File: config.mk
export PLATFORM = sky130hd
export DESIGN_NAME = ps2_writer
export DESIGN_NICKNAME = d
export VERILOG_FILES = /design/src/rtl/ps2_writer.sv
export SDC_FILE = /design/constraint.sdc
export NUM_CORES = 1
export LEC_CHECK = 0
export BUFFER_PORTS_ARGS = -buffer_cell sky130_fd_sc_hd__buf_4
export CORE_MARGIN = 4
export CORE_UTILIZATION = 53
export DETAILED_ROUTE_END_ITERATION = 8
export PLACE_DENSITY = 0.75
export REMOVE_ABC_BUFFERS = 1
export SLEW_MARGIN = 15
export SYNTH_ARGS = -nofsm -noshare
export SYNTH_HDL_FRONTEND = slang
export SYNTH_SLANG_ARGS = --single-unit
File: constraint.sdc
create_clock -name CLK50MHZ -period 1.9 [get_ports CLK50MHZ]
set_clock_uncertainty 0.15 [all_clocks]
set_input_delay 0.095 -clock CLK50MHZ [delete_from_list [all_inputs] [get_ports CLK50MHZ]]
set_output_delay 0.095 -clock CLK50MHZ [all_outputs]
set_load 0.02 [all_outputs]
File: src/rtl/ps2_writer.sv
// ps2_writer: host-to-device PS/2 transmitter.
//
// Sends one command byte to a PS/2 keyboard or mouse. The pads are open-drain; this block only
// produces active-high pull-low enables. The shared receive path must ignore traffic while busy.
//
// Frame: start 0, d0..d7 LSB first, odd parity (~^data), stop 1, then device ack (data low).
//
// Ports:
//   CLK50MHZ     in   system clock, rising edge
//   RST          in   asynchronous active-low reset
//   ps2_clk      in   raw PS/2 clock pad level (asynchronous)
//   ps2_data     in   raw PS/2 data pad level (asynchronous)
//   data_in[7:0] in   byte to send, sampled on an accepted send
//   send         in   single-cycle request strobe, ignored while busy
//   ps2_clk_oe   out  1 pulls the clock pad low
//   ps2_data_oe  out  1 pulls the data pad low
//   busy         out  high in every state except idle
//   done         out  one-cycle pulse on device ack
//   err          out  one-cycle pulse on missing ack (or watchdog expiry)
//
// Optional feature: define PS2_WRITER_TIMEOUT_EN to compile in a watchdog that aborts a frame
// whose SHIFT+ACK phase, or whose RECOVER phase, exceeds TIMEOUT_CYCLES.

module ps2_writer #(
  parameter int unsigned INHIBIT_CYCLES = 5000,
  parameter int unsigned TIMEOUT_CYCLES = 750000
) (
  input  logic       CLK50MHZ,
  input  logic       RST,
  input  logic       ps2_clk,
  input  logic       ps2_data,
  input  logic [7:0] data_in,
  input  logic       send,
  output logic       ps2_clk_oe,
  output logic       ps2_data_oe,
  output logic       busy,
  output logic       done,
  output logic       err
);

  localparam int unsigned InhW = (INHIBIT_CYCLES > 1) ? $clog2(INHIBIT_CYCLES) : 1;
  localparam logic [InhW-1:0] InhLast = InhW'(INHIBIT_CYCLES - 1);

  typedef enum logic [2:0] {
    StIdle,
    StInhibit,
    StReq,
    StShift,
    StAck,
    StRecover
  } state_e;

  // Input conditioning: 2-flop synchronizers plus a delayed copy for falling-edge detection.
  logic [1:0] clk_sync_q;
  logic [1:0] data_sync_q;
  logic       clk_prev_q;
  logic       clk_s;
  logic       data_s;
  logic       clk_neg;

  always_ff @(posedge CLK50MHZ or negedge RST) begin
    if (!RST) begin
      clk_sync_q  <= 2'b11;
      data_sync_q <= 2'b11;
      clk_prev_q  <= 1'b1;
    end else begin
      clk_sync_q  <= {clk_sync_q[0], ps2_clk};
      data_sync_q <= {data_sync_q[0], ps2_data};
      clk_prev_q  <= clk_sync_q[1];
    end
  end

  assign clk_s   = clk_sync_q[1];
  assign data_s  = data_sync_q[1];
  assign clk_neg = clk_prev_q & ~clk_s;

  state_e          state_q;
  logic [InhW-1:0] inh_cnt_q;
  logic [3:0]      bit_cnt_q;
  // {stop, parity, d7..d0}; shifting in ones makes the stop bit release the data pad.
  logic [9:0]      shift_q;

`ifdef PS2_WRITER_TIMEOUT_EN
  localparam int unsigned WdW = (TIMEOUT_CYCLES > 1) ? $clog2(TIMEOUT_CYCLES) : 1;
  localparam logic [WdW-1:0] WdLast = WdW'(TIMEOUT_CYCLES - 1);
  logic [WdW-1:0] wd_q;
`endif

  always_ff @(posedge CLK50MHZ or negedge RST) begin
    if (!RST) begin
      state_q     <= StIdle;
      inh_cnt_q   <= '0;
      bit_cnt_q   <= '0;
      shift_q     <= '0;
      ps2_clk_oe  <= 1'b0;
      ps2_data_oe <= 1'b0;
      busy        <= 1'b0;
      done        <= 1'b0;
      err         <= 1'b0;
`ifdef PS2_WRITER_TIMEOUT_EN
      wd_q        <= '0;
`endif
    end else begin
      done <= 1'b0;
      err  <= 1'b0;

      unique case (state_q)
        StIdle: begin
          ps2_clk_oe  <= 1'b0;
          ps2_data_oe <= 1'b0;
          busy        <= 1'b0;
          if (send) begin
            shift_q    <= {1'b1, ~^data_in, data_in};
            inh_cnt_q  <= '0;
            bit_cnt_q  <= '0;
            busy       <= 1'b1;
            ps2_clk_oe <= 1'b1;
            state_q    <= StInhibit;
          end
        end

        StInhibit: begin
          if (inh_cnt_q == InhLast) begin
            // Start bit goes out one cycle before the clock is released.
            ps2_data_oe <= 1'b1;
            state_q     <= StReq;
          end else begin
            inh_cnt_q <= inh_cnt_q + InhW'(1);
          end
        end

        StReq: begin
          ps2_clk_oe <= 1'b0;
          bit_cnt_q  <= '0;
          state_q    <= StShift;
        end

        StShift: begin
          if (clk_neg) begin
            ps2_data_oe <= ~shift_q[0];
            shift_q     <= {1'b1, shift_q[9:1]};
            bit_cnt_q   <= bit_cnt_q + 4'd1;
            if (bit_cnt_q == 4'd9) begin
              state_q <= StAck;
            end
          end
        end

        StAck: begin
          if (clk_neg) begin
            if (data_s) begin
              err <= 1'b1;
            end else begin
              done <= 1'b1;
            end
            state_q <= StRecover;
          end
        end

        StRecover: begin
          if (clk_s && data_s) begin
            busy    <= 1'b0;
            state_q <= StIdle;
          end
        end

        default: begin
          state_q <= StIdle;
        end
      endcase

`ifdef PS2_WRITER_TIMEOUT_EN
      // Watchdog: spans SHIFT+ACK from SHIFT entry, restarts for RECOVER. Expiry overrides the
      // normal next state and suppresses any coincident done pulse.
      if (state_q == StShift || state_q == StAck || state_q == StRecover) begin
        if (wd_q == WdLast) begin
          err         <= 1'b1;
          done        <= 1'b0;
          ps2_clk_oe  <= 1'b0;
          ps2_data_oe <= 1'b0;
          busy        <= 1'b0;
          state_q     <= StIdle;
          wd_q        <= '0;
        end else if (state_q == StAck && clk_neg) begin
          wd_q <= '0;
        end else begin
          wd_q <= wd_q + WdW'(1);
        end
      end else begin
        wd_q <= '0;
      end
`endif
    end
  end

endmodule

Word level (Yosys, flattened, before mapping)
Cells that the tools add are included.
W data, S select, Z words.
{"block": "word_totals", "word_cells": 75, "register_bits": 40}
{"block": "op_classes", "bitwise_logic": 3, "eq_ne": 14, "addsub": 2, "n_reduce_logical": 15, "n_mux": 29}
{"cell": "$mux W13", "count": 2}
{"cell": "$pmux W13 S2", "count": 1}
{"cell": "$mux W10", "count": 2}
{"cell": "$pmux W10 S2", "count": 1}
{"cell": "$mux W3", "count": 6}
{"cell": "$pmux W3 S6", "count": 1}
{"cell": "$ne A2 B2 Y1 const B", "count": 7}
{"cell": "$add A13 B1 Y13 const B", "count": 1}
{"cell": "$eq A13 B13 Y1 const B", "count": 1}
{"cell": "$pmux W4 S3", "count": 1}
{"cell": "$reduce_and A3 Y1", "count": 4}
{"cell": "$mux W1", "count": 10}
{"cell": "$mux W4", "count": 2}
{"cell": "$reduce_bool A2 Y1", "count": 4}
{"cell": "$reduce_xnor A8 Y1", "count": 1}
{"cell": "$eq A3 B2 Y1 const B", "count": 2}
{"cell": "$eq A3 B3 Y1 const B", "count": 2}
{"cell": "$reduce_and A6 Y1", "count": 1}
{"cell": "$reduce_bool A3 Y1", "count": 2}
{"cell": "$add A4 B1 Y4 const B", "count": 1}
{"cell": "$eq A4 B4 Y1 const B", "count": 1}
{"cell": "$pmux W1 S2", "count": 2}
{"cell": "$eq A3 B1 Y1 const B", "count": 1}
{"cell": "$logic_not A3 Y1", "count": 1}
{"cell": "other kinds (5)", "count": 6}

Logic depth before layout (Yosys ltp)
{"block": "logic_depth", "depth_word": 4, "ltp_mapped": 6, "ltp_nobuf": 6}

Least setup slack after synthesis
OpenSTA, ideal clock, no wires.
{"block": "synth_timing", "kind": "reg-to-reg", "from": "reg state_q[1]", "to": "reg inh_cnt_q[8]", "setup_time_ps": 78, "arrival_ps": 1690, "path_stages_with_launch": 7, "slack_ps": -17, "cell_sequence": "dfrtp_1 buf_6 or2_0 buf_6 or2_4 or4_1 a21oi_1"}
{"block": "synth_via", "elab_chain_len": 3}
{"element": "from (decl)", "line": "77", "text": "state_e state_q;"}
{"element": "from (signal assigned)", "line": "91", "text": "state_q <= StIdle;"}
{"element": "from (signal assigned)", "line": "118", "text": "state_q <= StInhibit;"}
{"element": "from (signal assigned)", "line": "126", "text": "state_q <= StReq;"}
{"element": "$eq A3 B1 Y1 / $logic_not A3 Y1 (equally long branches)", "line": "107", "text": "unique case (state_q)"}
{"element": "$ne A2 B2 Y1 (no line) / $reduce_bool A2 Y1 (equally long branches)"}
{"element": "$reduce_and A3 Y1 (no line)"}
{"element": "to (signal assigned)", "line": "128", "text": "inh_cnt_q <= inh_cnt_q + InhW'(1);"}
{"element": "to (decl)", "line": "78", "text": "logic [InhW-1:0] inh_cnt_q;"}
Parallel ways exist; a longest one is shown, timed or not.
A chain may end at the register's enable or synchronous reset.

Worst setup path in the final report
{"block": "layout_timing", "from": "reg state_q[1]", "to": "reg inh_cnt_q[11]"}
The elaborated chain is that of the path after synthesis.

==> flow_summary.yaml <==
run_status:
  status: "finished, final reports clean"
synthesis:
  yosysTopAreaCell: "dfrtp_1"
  synth_edf_count: 0
  synth_seq_area_share_pct: 47.63
  syn_avg_cell_area_sq_um: 9.789
  synth-async-reset-ratio_pct: 100.0
  synth_cell_types: 53
  synth_ff_type: "dfrtp_1"
  synth_warnings: 0
  synthTopCellsByArea: "dfrtp_1, dfstp_2, mux2i_1"
  yosysTopAreaCellShare_pct: 41.42
  yosys_register_bits: 40
  syn_inst: 216
  syn_area_sq_um: 2115
floorplanning:
  ios: 18
  start_util_pct: 56.07
  num_rows: 22
  fp.dieH_um: 71.17
  core_sq_um: 3771
  die-area_sq_um: 5064
  die_width_um: 71.17
clock_tree:
  clk_latency_ns: 0.29
  cts_tree: "done"
  cts_inserted_buffers: 5
  clkTransAtPathRegs_ns: 0.08
  cts.sinks: 40
  htreeDepth: 2
  clock_path_buffers: 2
  cts_root_buf: "clkbuf_8"
pwr:
  p_leak_nw: 1.217
  p_total_mw: 3.039
  p_per_area_nw_per_um2: 1171
  peakVddDrop_mv: 0.6178
placement:
  placed_cell_area_sq_um: 2380
  gpl.final_weighted_congestion: 0.8413
  dpl.hpwl_um: 3074
  numPortBuffers: 17
sta:
  period_minus_slack_ns: 1.816
  setup_violations: 0
  fmax_mhz: 550.7
  rsz0062_at_grt: "no"
  slew_violations: 0
  finalHoldViolCount: 0
  worst_pin_slew_ns: 0.4937
  slew_headroom_pct: 67.09
  fin_crit_sh_pct: 95.58
global_route:
  grt_pass1_vias: 1731
  track_usage_pct: 20.15
  use_met3_pct: 3.125
  top_usage_layer: "met2"
  use_met2_pct: 32.86
  grt_pass1_wl_um: 8073
  antenna_found_initial: 0
  grt_max_degree: 41
  gr-total-overflow: 0
  gr-usage-met1_pct: 26.77
setup_path:
  r2r-start: "state_q[1]"
  startpoint: "state_q[1]"
  crit_path_end_kind: "register"
  startpoint_type: "register"
  critical_path_arrival_ns: 1.85
  required_ns: 1.93
  path_class: "reg2reg"
  path_max_fanout: 8
run:
  max_cap_violations: 0
layout:
  fill_cells: 284
  multi_input_area_sq_um: 1012
  antenna_cells: 0
  finalNetCount: 276
  syn_to_final_growth_pct: 22.72
  final_common_cell: "buf_4"
  design_area_sq_um: 2595
  drive_gt1_share_pct: 23.75
  final_cell_mix: "buf_4, dfrtp_1, nor2_1"
  register_area_sq_um: 1011
hold_path:
  hold_start: "data_in[3]"
  min_path_type: "in2reg"
route:
  wire_per_inst_um: 15.13
  dr.pass1.iters: 5
  drc_errors: 0
  drt_iter0_drc: 129
  routed_via_density: 5.806
  num_vias: 1794
  wl_um: 4676
  ant_nets: 0
## stage by stage
| step | std cells | hold slack (ns) | setup WS [ns] | util [%] | setup TNS [ns] |
|---|---|---|---|---|---|
| finish | 309 | 0.01369 | 0.08400 | 68.81 | 0 |
| global route | 309 | 0.02967 | 0.01205 | 68.81 | 0 |
| CTS | 303 | 0.004876 | 0.01020 | 67.39 | 0 |
| detailed placement | 287 | -0.04759 | 0.04548 | 63.11 | 0 |
| global placement | 287 | -0.04991 | 0.08683 | 63.11 | 0 |
| floorplan | 206 | -0.3506 | -0.1682 | - | -0.4096 |
## final cells by class
class                           count  share of cell area (%)
Multi-Input combinational cell    154                   39.01
Sequential cell                    40                   38.96
Timing Repair Buffer               47                   14.85
Clock buffer                        7                   2.941
Tap cell                           48                   2.314
Inverter                           12                   1.736
Clock inverter                      1                  0.1929
## Yosys cell counts (all sizes together), types with 2 or more instances
library cell,instances
a31oi,2
nor2,22
a21oi,18
or4,3
dfstp,5
or2,5
clkbuf,6
inv,11
a22o,5
nor4,5
ha,3
and2,2
nand2b,2
nand3b,2
and4,2
nand4,2
o22ai,2
nand3,7
o31ai,2
dfrtp,35
xnor2,8
mux2i,11
nor3,5
xor2,2
buf,4
o21a,2
nand2,13
o221ai,2
o21ai,8
## layer usage
| metal | up-vias | wire length, um | part of all wire, % |
|---|---|---|---|
| li1 | 866 | - | - |
| met1 | 862 | 2063 | 44 |
| met2 | 58 | 2346 | 50 |
| met3 | 8 | 185 | 4.0 |
| met4 | 0 | 80 | 1.7 |
| met5 | - | 0 | 0 |
## logic make-up after synthesis
family	Yosys count	share of synthesized area [%]
buffers and inverters	22	4.733
adder cells (fa/ha/maj)	3	1.775
AO/OA/AOI/OAI	52	16.81
AND/OR/NAND/NOR	77	19.17
multiplexers	12	5.740
flip-flops	40	47.63
XOR/XNOR	10	4.142
## state kept, by name (all words and copies together) (netlist names)
| signal | count |
|---|---|
| inh_cnt_q | 13 |
| shift_q | 10 |
| bit_cnt_q | 4 |
| state_q | 3 |
| clk_sync_q | 2 |
| data_sync_q | 2 |
| busy | 1 |
| clk_prev_q | 1 |
| done | 1 |
| err | 1 |
| ps2_clk_oe | 1 |
| ps2_data_oe | 1 |
## worst max-delay path, cell delays in order (launching register included)
cell and delay, ns:
dfrtp_1 0.40, or2_0 0.23, buf_4 0.17, nor2_1 0.17, o21ai_0 0.12, buf_4 0.15
a221o_1 0.33
## where the power goes
group | internal [mW] | switching [mW] | leakage [nW]
Sequential | 1.13 | 0.235 | 0.488
Clock | 0.257 | 0.271 | 0.0422
Combinational | 0.581 | 0.568 | 0.687
## path summary, 6_finish.rpt
check                                  to  slack (ns)  cells after the start
max                         inh_cnt_q[11]        0.08                      6
min                            shift_q[3]        0.01                      3
max reg2reg                 inh_cnt_q[11]        0.08                      6
min reg2reg                data_sync_q[1]        0.21                      0
max in group asynchronous    inh_cnt_q[7]        1.06                      2
min in group asynchronous    inh_cnt_q[6]        0.16                      2
## repair_timing
item	4_1_cts	5_1_grt
gates resized for setup	0	5
hold buffers	8	0
endpoints found under the hold margin	47	0
setup endpoints to repair	0	10
setup buffers	0	6
Note: power is estimated with default switching activity, not from simulation.
